### src/rtl/spi_pkg.sv
// Shared constants for the SPI register-write controller: frame size,
// FSM state encoding and the peripheral's register map.
package spi_pkg;

   localparam int FRAME_BITS = 16;
   localparam int BIT_CNT_W  = 5;

   typedef enum logic [2:0] {
      IDLE,
      SETUP,
      SHIFT_HI,
      SHIFT_LO,
      HOLD,
      GAP
   } spi_state_e;

   localparam logic [6:0] ADDR_EN_OUT_7_0  = 7'h00;
   localparam logic [6:0] ADDR_EN_OUT_15_8 = 7'h01;
   localparam logic [6:0] ADDR_EN_PWM_7_0  = 7'h02;
   localparam logic [6:0] ADDR_EN_PWM_15_8 = 7'h03;
   localparam logic [6:0] ADDR_PWM_DUTY    = 7'h04;

endpackage

### src/rtl/spi_controller_if.sv
// Host request bus plus serial pins of the SPI controller.
// The master modport is the host side; the slave modport is the controller.
interface spi_controller_if;
   import spi_pkg::*;

   logic       start;
   logic       rw;
   logic [6:0] addr;
   logic [7:0] wdata;
   logic       nCS;
   logic       SCLK;
   logic       COPI;
   logic       busy;
   logic       done;

   modport master (
      output start, rw, addr, wdata,
      input  nCS, SCLK, COPI, busy, done
   );

   modport slave (
      input  start, rw, addr, wdata,
      output nCS, SCLK, COPI, busy, done
   );

endinterface

### src/rtl/spi_phase_timer.sv
// Free-running phase timer: a down-counter that reloads to CLK_DIV-1 and
// strobes tc_o once every CLK_DIV cycles; load_i holds it at the reload value.
module spi_phase_timer #(
   parameter int CLK_DIV = 4
) (
   input  logic clk,
   input  logic rst,
   input  logic load_i,
   output logic tc_o
);

   localparam int CNT_W = $clog2(CLK_DIV + 1);
   localparam logic [CNT_W-1:0] RELOAD = CNT_W'(CLK_DIV - 1);

   logic [CNT_W-1:0] cnt_q, cnt_d;

   always_comb begin
      cnt_d = cnt_q - CNT_W'(1);
      if (load_i || (cnt_q == '0)) begin
         cnt_d = RELOAD;
      end
   end

   always_ff @(posedge clk) begin
      if (rst) begin
         cnt_q <= '0;
      end else begin
         cnt_q <= cnt_d;
      end
   end

   assign tc_o = (cnt_q == '0);

endmodule

### src/rtl/spi_controller.sv
// SPI mode-0 frame transmitter: latches {rw, addr, wdata} and shifts it out
// MSB first with CLK_DIV-cycle half periods; every pin comes from a flop.
//
// state    | meaning
// IDLE     | nCS high, waiting for start
// SETUP    | nCS low, first bit on COPI, SCLK low
// SHIFT_HI | SCLK high, peripheral samples COPI
// SHIFT_LO | SCLK low, next bit presented
// HOLD     | SCLK low after last bit, COPI held
// GAP      | nCS high recovery time, still busy
module spi_controller
   import spi_pkg::*;
#(
   parameter int CLK_DIV = 4
) (
   input logic              clk,
   input logic              rst,
   spi_controller_if.slave  bus
);

   if (CLK_DIV < 3 || CLK_DIV > 255) begin : g_clk_div_check
      $error("spi_controller: CLK_DIV must be within 3..255");
   end

   spi_state_e              state_q, state_d;
   logic [FRAME_BITS-1:0]   shreg_q, shreg_d;
   logic [BIT_CNT_W-1:0]    bit_cnt_q, bit_cnt_d;
   logic ncs_q, ncs_d, sclk_q, sclk_d, copi_q, copi_d;
   logic busy_q, busy_d, done_q, done_d;
   logic tc;
   logic frame_active;

   spi_phase_timer #(.CLK_DIV(CLK_DIV)) u_phase_timer (
      .clk    (clk),
      .rst    (rst),
      .load_i (state_q == IDLE),
      .tc_o   (tc)
   );

   always_comb begin
      state_d   = state_q;
      shreg_d   = shreg_q;
      bit_cnt_d = bit_cnt_q;
      done_d    = 1'b0;
      unique case (state_q)
         IDLE: begin
            if (bus.start) begin
               state_d   = SETUP;
               shreg_d   = {bus.rw, bus.addr, bus.wdata};
               bit_cnt_d = '0;
            end
         end
         SETUP, SHIFT_LO: begin
            if (tc) begin
               state_d   = SHIFT_HI;
               bit_cnt_d = bit_cnt_q + BIT_CNT_W'(1);
            end
         end
         SHIFT_HI: begin
            if (tc) begin
               if (bit_cnt_q == BIT_CNT_W'(FRAME_BITS)) begin
                  state_d = HOLD;
               end else begin
                  state_d = SHIFT_LO;
                  shreg_d = {shreg_q[FRAME_BITS-2:0], 1'b0};
               end
            end
         end
         HOLD: begin
            if (tc) state_d = GAP;
         end
         GAP: begin
            if (tc) begin
               state_d = IDLE;
               done_d  = 1'b1;
            end
         end
         default: state_d = IDLE;
      endcase

      // Pins are decoded from the next state so they can be registered.
      frame_active = (state_d inside {SETUP, SHIFT_HI, SHIFT_LO, HOLD});
      ncs_d  = ~frame_active;
      sclk_d = (state_d == SHIFT_HI);
      copi_d = frame_active ? shreg_d[FRAME_BITS-1] : 1'b0;
      busy_d = (state_d != IDLE);
   end

   always_ff @(posedge clk) begin
      if (rst) begin
         state_q   <= IDLE;
         shreg_q   <= '0;
         bit_cnt_q <= '0;
         ncs_q     <= 1'b1;
         sclk_q    <= 1'b0;
         copi_q    <= 1'b0;
         busy_q    <= 1'b0;
         done_q    <= 1'b0;
      end else begin
         state_q   <= state_d;
         shreg_q   <= shreg_d;
         bit_cnt_q <= bit_cnt_d;
         ncs_q     <= ncs_d;
         sclk_q    <= sclk_d;
         copi_q    <= copi_d;
         busy_q    <= busy_d;
         done_q    <= done_d;
      end
   end

   assign bus.nCS  = ncs_q;
   assign bus.SCLK = sclk_q;
   assign bus.COPI = copi_q;
   assign bus.busy = busy_q;
   assign bus.done = done_q;

endmodule
### src/flat_wrapper.sv
// flat-port wrapper written by rule: the top's interface ports become plain ports
module spi_controller_flat import spi_pkg::*;
#(
   parameter int CLK_DIV = 4
)
  (clk, rst, bus_start, bus_rw, bus_addr, bus_wdata, bus_nCS, bus_SCLK, bus_COPI, bus_busy, bus_done);
  spi_controller_if bus_i ();
  input logic clk;
  input logic rst;
  input wire logic [$bits(bus_i.start)-1:0] bus_start;
  input wire logic [$bits(bus_i.rw)-1:0] bus_rw;
  input wire logic [$bits(bus_i.addr)-1:0] bus_addr;
  input wire logic [$bits(bus_i.wdata)-1:0] bus_wdata;
  output wire logic [$bits(bus_i.nCS)-1:0] bus_nCS;
  output wire logic [$bits(bus_i.SCLK)-1:0] bus_SCLK;
  output wire logic [$bits(bus_i.COPI)-1:0] bus_COPI;
  output wire logic [$bits(bus_i.busy)-1:0] bus_busy;
  output wire logic [$bits(bus_i.done)-1:0] bus_done;
  assign bus_i.start = bus_start;
  assign bus_i.rw = bus_rw;
  assign bus_i.addr = bus_addr;
  assign bus_i.wdata = bus_wdata;
  assign bus_nCS = bus_i.nCS;
  assign bus_SCLK = bus_i.SCLK;
  assign bus_COPI = bus_i.COPI;
  assign bus_busy = bus_i.busy;
  assign bus_done = bus_i.done;
  spi_controller #(.CLK_DIV(CLK_DIV)) u_core (.clk(clk), .rst(rst), .bus(bus_i));
endmodule
### config.mk
export PLATFORM = sky130hd
export DESIGN_NAME = spi_controller_flat
export DESIGN_NICKNAME = d
export VERILOG_FILES = /design/src/rtl/spi_pkg.sv /design/src/rtl/spi_controller_if.sv /design/src/rtl/spi_phase_timer.sv /design/src/rtl/spi_controller.sv /design/src/flat_wrapper.sv
export SDC_FILE = /design/constraint.sdc
export NUM_CORES = 1
export LEC_CHECK = 0
export CAP_MARGIN = 20
export CORE_ASPECT_RATIO = 1.25
export CORE_UTILIZATION = 54
export DETAILED_ROUTE_END_ITERATION = 16
export MAX_ROUTING_LAYER = met4
export PLACE_DENSITY = 0.9
export SLEW_MARGIN = 0
export SYNTH_ARGS = -nofsm -noshare
export SYNTH_HDL_FRONTEND = slang
export SYNTH_SLANG_ARGS = --single-unit
### constraint.sdc
create_clock -name clk -period 2.3 [get_ports clk]
set_input_delay 0.23 -clock clk [delete_from_list [all_inputs] [get_ports clk]]
set_output_delay 0.23 -clock clk [all_outputs]
set_load 0.005 [all_outputs]
==> results of run 1 <==
## registers in the layout (all words and copies together) (netlist names)
| name | count |
|---|---|
| u_core.bit_cnt_q | 5 |
| u_core.shreg_q | 16 |
| u_core.bus.SCLK | 1 |
| u_core.u_phase_timer.cnt_q | 3 |
| u_core.bus.done | 1 |
| u_core.bus.busy | 1 |
| u_core.state_q | 3 |
| u_core.bus.nCS | 1 |
| u_core.bus.COPI | 1 |
## layout make-up
| cell class | instances | area (sq um) |
|---|---|---|
| Clock inverter | 1 | 5.00 |
| Sequential cell | 32 | 641 |
| Fill cell | 240 | 1020 |
| Tap cell | 36 | 45.0 |
| Timing Repair Buffer | 29 | 275 |
| Multi-Input combinational cell | 119 | 938 |
| Clock buffer | 6 | 41.3 |
| Inverter | 8 | 30.0 |
## stage by stage
| step | utilization, % | instances | cell area (sq um) |
|---|---|---|---|
| 6_report | 65.8 | 231 | 1980 |
| 3_3_place_gp | 64.3 | 224 | 1930 |
| 4_1_cts | 65.8 | 231 | 1980 |
| 2_1_floorplan | - | 180 | 1750 |
| 5_1_grt | 65.8 | 231 | 1980 |
| 3_5_place_dp | 64.3 | 224 | 1930 |
## cells by family after synthesis
group,count (synthesis)
mux,2
buf+inv,29
compound gates,52
simple gates,60
xor+xnor,1
fa+ha+maj,4
flops,32
## layer usage
metal | routed length, um | vias to the layer above | GRT usage, %
met5 | 0 | - | -
met4 | 70 | 0 | 9.87
met3 | 148 | 8 | 4.86
met2 | 1870 | 35 | 41.1
met1 | 1510 | 712 | 28.0
li1 | - | 731 | -
## how the worst max path moves through the flow
stage | endpoint | startpoint | slack (ps) | depth (start not counted)
after floorplan | u_core.bus.SCLK | u_core.u_phase_timer.cnt_q[0] | 680 | 6
after global placement | u_core.shreg_q[0] | bus_start | 420 | 4
after detailed placement | u_core.shreg_q[0] | bus_start | 380 | 4
after CTS | u_core.bus.COPI | u_core.u_phase_timer.cnt_q[0] | 370 | 5
after global routing | u_core.bus.COPI | u_core.u_phase_timer.cnt_q[0] | 240 | 5
final | u_core.bus.COPI | u_core.u_phase_timer.cnt_q[0] | 360 | 5
## cell usage after synthesis, types with 3 or more instances
cell      count
or4b_1       14
nand3_1       6
nor3_1        3
dfxtp_1      32
or3_1         3
buf_6         8
o311ai_1      7
a21oi_1       6
ha_1          4
nand2_1      16
clkbuf_1      8
buf_2         4
a31oi_1      15
inv_1         8
o311ai_0      8
## power by group
group          total (uW)  internal, uW  switching (uW)
Sequential            612           589            22.6
Combinational         216           103             113
Clock                 306           112             193
Total                1130           805             329
==> metrics.yaml, run 1 <==
max_stage_delay_ps: 610
synthAdderAreaFrac_pct: 2.86
async_flop_share_pct: 0
min_from: "u_core.u_phase_timer.cnt_q[0]"
cts.sinks: 32
finalSetupViolCount: 0
ios: 24
ys.flop_type: "dfxtp_1"
fmax_ghz: 0.516
overflow: 0
ys_seq_area_share_pct: 36.5
grt_usage_pct: 24.5
synthXorXnorAreaFrac_pct: 0.500
synth_edf_count: 0
rows: 22
r2r_setup_slack_ps: 360
drtAntennaViolNets: 0
synth-compound-area-share_pct: 23.3
synth_cells: 180
min_path_cells: 1
p_per_area_mw_per_mm2: 574
die_h_um: 65.7
p_leak_uw: 0.000644
routed_wl_um: 3600
final_cell_mix: "dfxtp_1, clkdlybuf4s50_1, nand2_1"
grt_max_degree: 36
fin_nets: 218
layout_commonest_cell: "dfxtp_1"
routabilityCongestion: 0.848
area_growth_pct: 12.7
wl_per_cell_um: 15.6
yosysTopAreaCell: "dfxtp_1"
netlist-cell-type-count: 45
finalWorstSetupSlack_ps: 361
start_util_pct: 58.4
start_kind: "flip-flop"
synth.net_count: 203
cp.arrival_ps: 2200
vias: 1486
path_buf_inv: 1
maxSlewViolCount: 0
crit_chain: "inv_1 -> ha_1 -> nand4bb_4 -> or4b_4 -> a311oi_1"
max_slew_margin_pct: 65.8
crit_slowest_cell: "or4b_4"
dieArea_sq_mm: 0.00348
synthSimpleGateAreaFrac_pct: 25.8
critical_path_class: "reg2reg"
path_clk_slew_ps: 100
cts-root-buf: "clkbuf_4"
hold_buffers: 0
grt_pass1_wl_um: 6240
cts_buffers: 5
insertion_delay_ps: 340
cp_top_family: "simple AND/OR/NAND/NOR gates"
htree_levels: 2
final-hold-violation-count: 0
grt_antenna_before_repair: 0
cts_resized: 0
vias_per_cell: 6.43
place_hpwl_um: 2360
drt_iter0_markers: 38
dp_slack_ps: 385
port_buffers: 23
cts_tree: "yes"
worstSetupEndpointType: "flip-flop"
ir_worst_vdd_uv: 439
hp-class: "reg2reg"
skew_ps: 9.60
postSynthAreaPerCell_sq_um: 9.74
r2r-end: "u_core.bus.COPI"
hold_path_end: "u_core.u_phase_timer.cnt_q[0]"
antennaDiodeCount: 0
crit_required_ps: 2560
clk_path_buf_depth: 2
drive_gt1_share_pct: 10.3
crit_fanout: 32
period_minus_slack_ps: 1940
r2r-start: "u_core.u_phase_timer.cnt_q[0]"
grt_pass1_vias: 1417
yosysWarnings: 0
hold_slack_ps: 438
tightestPinTransition_ps: 512
fin_crit_sh_pct: 84.3
yosys-top-cells-area: "dfxtp_1, or4b_1, a31oi_1"
synth_top_area_share_pct: 36.5
synth_top_family_by_area: "simple AND/OR/NAND/NOR gates"
synthMuxAreaShare_pct: 1.14
rsz0062_at_grt: "no"
total_power_uw: 1130
status: "finished clean"
max_cap_viol_count: 0
cts_setup_buffers: 0
syn_area_sq_mm: 0.00175
drtPass1Iterations: 4
core-area_sq_mm: 0.00300
tns_ps: 0
synth_seq_cells: 32
die_w_um: 53.0
reg2reg_depth: 5
drc: 0
No activity file was read; power rests on OpenSTA's default activity.
==> run 2: changes to the inputs <==
- clock period: 2.3 -> 1.85 ns (I/O delays scaled with it)
==> run 2 against run 1 <==
Net effect:
- power up 27%
- register-to-register slack worse by 300 ps
- sequential power rose by 24%
- clock skew increased by 4.0 ps
- non-clock buffer count rose by 8
- flip-flop and latch count did not move
- count of clock-buffer cells in the layout unchanged
- utilization up 2.7 points
- via count increased by 4.9%
- fmax is 8.1% higher
==> metrics.yaml, run 2 (synthesis gave the netlist of run 1 again) <==
top_regs: "u_core.shreg_q (16), u_core.bit_cnt_q (5)"
htree_levels: 2
r2r_setup_slack_ps: 60
tns_ps: 0
fin_nets: 226
regArea_sq_um: 641
cts.sinks: 32
wl_met3_um: 229
max_cap_viol_count: 0
ir_worst_vdd_uv: 571
min_path_cells: 3
hp-class: "in2reg"
port_buffers: 23
r2r-end: "u_core.bus.COPI"
core-area_sq_mm: 0.00300
final_cell_mix: "dfxtp_1, clkdlybuf4s50_1, nand2_1"
p_per_area_mw_per_mm2: 702
vias_per_cell: 6.52
ios: 24
vias: 1559
worstSetupEndpointType: "flip-flop"
grt_pass1_vias: 1464
drive_gt1_share_pct: 14.8
period_minus_slack_ps: 1790
dr.max_layer_used: "met4"
final-hold-violation-count: 0
cts_tree: "yes"
cp.arrival_ps: 2050
finalSetupViolCount: 0
crit_slowest_cell: "or4b_4"
routabilityCongestion: 0.900
tightestPinTransition_ps: 571
layout_commonest_cell: "dfxtp_1"
antennaDiodeCount: 0
wl_per_cell_um: 16.7
die_h_um: 65.7
max_slew_margin_pct: 61.8
maxSlewViolCount: 0
drt_iter0_markers: 84
die_w_um: 53.0
route.met2.wl_um: 2020
placed_area_sq_mm: 0.00200
path_clk_slew_ps: 110
top_register: "u_core.shreg_q"
drc: 0
p_leak_uw: 0.000686
drtPass1Iterations: 4
fin_crit_sh_pct: 96.9
min_from: "bus_addr[5]"
multi_input_area_sq_um: 946
crit_required_ps: 2110
hold_buffers: 0
rows: 22
reg2reg_depth: 5
crit_chain: "inv_1 -> ha_1 -> and4bb_4 -> or4b_4 -> a311oi_1"
place_hpwl_um: 2650
critical_path_class: "reg2reg"
cts-root-buf: "clkbuf_4"
grt_usage_pct: 26.1
grt_pass1_wl_um: 6450
max_stage_delay_ps: 550
clk_path_buf_depth: 2
grt_antenna_before_repair: 0
start_kind: "flip-flop"
start_util_pct: 58.4
drtAntennaViolNets: 0
hold_slack_ps: 398
dieArea_sq_mm: 0.00348
status: "finished clean"
cts_buffers: 5
wl_met1_um: 1660
n_fill_cell: 231
rsz0062_at_grt: "no"
overflow: 0
skew_ps: 13.6
r2r-start: "u_core.bit_cnt_q[1]"
routed_wl_um: 4000
crit_fanout: 35
design_area_sq_mm: 0.00206
insertion_delay_ps: 350
fmax_ghz: 0.558
area_growth_pct: 17.3
grt_max_degree: 44
largest_reg_flops: 16
hold_path_end: "u_core.shreg_q[13]"
==> run 2: cell count changes in the layout (fill, tap and decap cells not counted), sizes merged <==
cell	previous run	this run
buf	6	14
==> run 2: worst max-delay path, delay by kind of cell, from the launching register on <==
kind	cells	cell delay, ps
DFF	1	390
buffers and inverters	1	60
AOI/OAI and AO/OA	1	210
adders and majority gates	1	180
and+or+nand+nor	2	870
==> run 2: worst max path at each step <==
stage	depth (start not counted)	start	slack (ps)	end
CTS	5	u_core.bit_cnt_q[1]	50	u_core.bus.COPI
detailed placement	4	bus_start	20	u_core.shreg_q[0]
global route	5	u_core.bit_cnt_q[1]	5	u_core.bus.COPI
finish	5	u_core.bit_cnt_q[1]	60	u_core.bus.COPI
floorplan	6	u_core.u_phase_timer.cnt_q[0]	230	u_core.bus.SCLK
global placement	4	bus_start	60	u_core.shreg_q[0]
==> run 2: power breakdown <==
group / switching, uW / leakage, uW / internal, uW
clock: 245 / 0.0000281 / 140
sequential: 23.7 / 0.000262 / 732
combinational: 157 / 0.000396 / 147
==> run 2: cell type report <==
| type | instances | area share [%] |
|---|---|---|
| Tap cell | 36 | 2.19 |
| Clock buffer | 6 | 2.01 |
| Sequential cell | 32 | 31.2 |
| Inverter | 8 | 1.46 |
| Timing Repair Buffer | 37 | 16.9 |
| Multi-Input combinational cell | 119 | 46.0 |
| Clock inverter | 1 | 0.243 |
==> run 2: metal layers <==
metal | global-route usage (%) | up-vias
li1 | - | 750
met1 | 27.6 | 745
met2 | 43.0 | 53
met3 | 8.33 | 11
met4 | 12.8 | 0
met5 | - | -
==> run 2: per-stage QoR <==
step	power (uW)	worst slack (ps)	instances	utilization, %
6_report	1440	57.0	239	68.5
5_1_grt	1510	4.73	239	68.5
4_1_cts	1440	50.8	239	68.3
3_5_place_dp	1070	15.1	232	66.7
3_3_place_gp	1050	61.5	232	66.7
2_1_floorplan	965	232	180	-
==> run 2: timing repair <==
| item | 4_1_cts | 5_1_grt |
|---|---|---|
| buffers inserted | 0 | 0 |
| endpoints found under the hold margin | 0 | 0 |
| endpoints found under the setup margin | 0 | 2 |
| gates resized for setup | 0 | 3 |
==> run 3: changes to the inputs <==
- PLACE_DENSITY: 0.9 -> not set
- PLACE_DENSITY_LB_ADDON: not set -> 0.12
==> run 3 against run 2 <==
Net effect:
- critical path depth stayed put
- register-to-register slack better by 20 ps
- worst hold slack better by 20 ps
- clock power is 6.5% higher
- final cell count is 1.3% higher
- setup slack better by 20 ps
- fmax is 1.1% higher
- count of clock-buffer cells in the layout is 2 higher
- utilization is 1.1 points higher
- first-iteration DRC count is 4.8% lower
- via count is 0.96% lower
- routed wire length is 0.98% higher
- critical path type unchanged
- largest cell class unchanged
- highest routed layer unchanged
==> metrics.yaml, run 3 (synthesis gave the netlist of run 1 again) <==
clk_path_buf_depth: 2
largest_reg_flops: 16
hold_buffers: 0
routabilityCongestion: 0.815
die_h_um: 65.7
cts-root-buf: "clkbuf_4"
cts_setup_buffers: 0
start_kind: "flip-flop"
worstSetupEndpointType: "flip-flop"
top_regs: "u_core.shreg_q (16), u_core.bit_cnt_q (5)"
period_minus_slack_ps: 1770
htree_levels: 2
n_fill_cell: 255
die_w_um: 53.0
r2r_setup_slack_ps: 80
critical_path_class: "reg2reg"
tns_ps: 0
insertion_delay_ps: 320
r2r-start: "u_core.bit_cnt_q[0]"
start_util_pct: 58.4
multi_input_area_sq_um: 958
fin_nets: 228
grt_max_degree: 44
grt_usage_pct: 26.4
overflow: 0
final-hold-violation-count: 0
drt_iter0_markers: 80
drive_gt1_share_pct: 15.5
critical_path.startpoint: "u_core.bit_cnt_q[0]"
max_cap_viol_count: 0
ios: 24
endpoint: "u_core.bus.COPI"
maxSlewViolCount: 0
vias: 1544
area_growth_pct: 19.1
rsz0062_at_grt: "no"
max_slew_margin_pct: 67.3
tightestPinTransition_ps: 489
layout_commonest_cell: "dfxtp_1"
cts_resized: 0
core-area_sq_mm: 0.00300
drtAntennaViolNets: 0
finalSetupViolCount: 0
r2r-end: "u_core.bus.COPI"
grt_pass1_vias: 1508
reg2reg_depth: 5
fmax_ghz: 0.564
wl_per_cell_um: 16.7
hp-class: "in2reg"
cp.arrival_ps: 2010
top_register: "u_core.shreg_q"
final_cell_mix: "dfxtp_1, clkdlybuf4s50_1, nand2_1"
path_clk_slew_ps: 100
p_per_area_mw_per_mm2: 704
routed_wl_um: 4030
grt_antenna_before_repair: 0
drc: 0
cts_buffers: 5
p_leak_uw: 0.000700
dieArea_sq_mm: 0.00348
port_buffers: 23
placed_area_sq_mm: 0.00201
crit_required_ps: 2090
fin_crit_sh_pct: 95.8
crit_fanout: 18
drtPass1Iterations: 4
cts_tree: "yes"
regArea_sq_um: 641
skew_ps: 6.76
grt_pass1_wl_um: 6580
vias_per_cell: 6.38
antennaDiodeCount: 0
design_area_sq_mm: 0.00209
ir_worst_vdd_uv: 666
place_hpwl_um: 2610
status: "finished clean"
rows: 22
cts.sinks: 32
run 3: changes by cell type in the layout (fill, tap and decap cells not counted), sizes merged:
cell    change
clkbuf      +2
and4bb      +1
buf         +1
clkinv      -1
run 3: layout make-up:
type / count / area share [%]
multi-input cells: 120 / 45.9
flip-flops and latches: 32 / 30.7
repair buffers: 38 / 17.0
clock buffers: 8 / 2.82
well taps: 36 / 2.16
inverters: 8 / 1.44
run 3: critical path, stage by stage, from the launching register on:
cell	delay, ps
dfxtp_1	350
inv_1	60
ha_1	240
and4bb_4	290
or4b_4	540
a311oi_1	210
run 3: worst min-delay path by stage:
stage,from,to,cells past startpoint
after floorplan,rst,u_core.bus.SCLK,1
after global placement,u_core.u_phase_timer.cnt_q[0],u_core.u_phase_timer.cnt_q[0],1
after detailed placement,u_core.u_phase_timer.cnt_q[0],u_core.u_phase_timer.cnt_q[0],1
after CTS,bus_addr[3],u_core.shreg_q[11],3
after global routing,bus_addr[3],u_core.shreg_q[11],3
final,bus_addr[3],u_core.shreg_q[11],3
run 3: power by group:
part	total [uW]	internal (uW)	switching [uW]
clock	409	187	222
combinational	307	150	157
sequential	755	732	22.9
total	1470	1070	402
run 3: layer usage:
metal / vias up / GRT usage [%] / routed length [um]
li1: 751 / - / -
met5: - / - / 0
met3: 4 / 6.94 / 256
met1: 733 / 29.3 / 1690
met2: 56 / 44.8 / 2040
met4: 0 / 8.88 / 54
run 3: per-stage QoR:
| stage | util [%] | total power [uW] | instances | setup WS, ps | hold slack, ps |
|---|---|---|---|---|---|
| floorplan | - | 965 | 180 | 232 | 267 |
| detailed placement | 67.0 | 1070 | 233 | 19.7 | 425 |
| global placement | 67.0 | 1060 | 233 | 55.7 | 417 |
| finish | 69.6 | 1470 | 242 | 77.0 | 418 |
| CTS | 68.9 | 1480 | 241 | 27.2 | 410 |
| global route | 69.6 | 1550 | 242 | 1.93 | 416 |
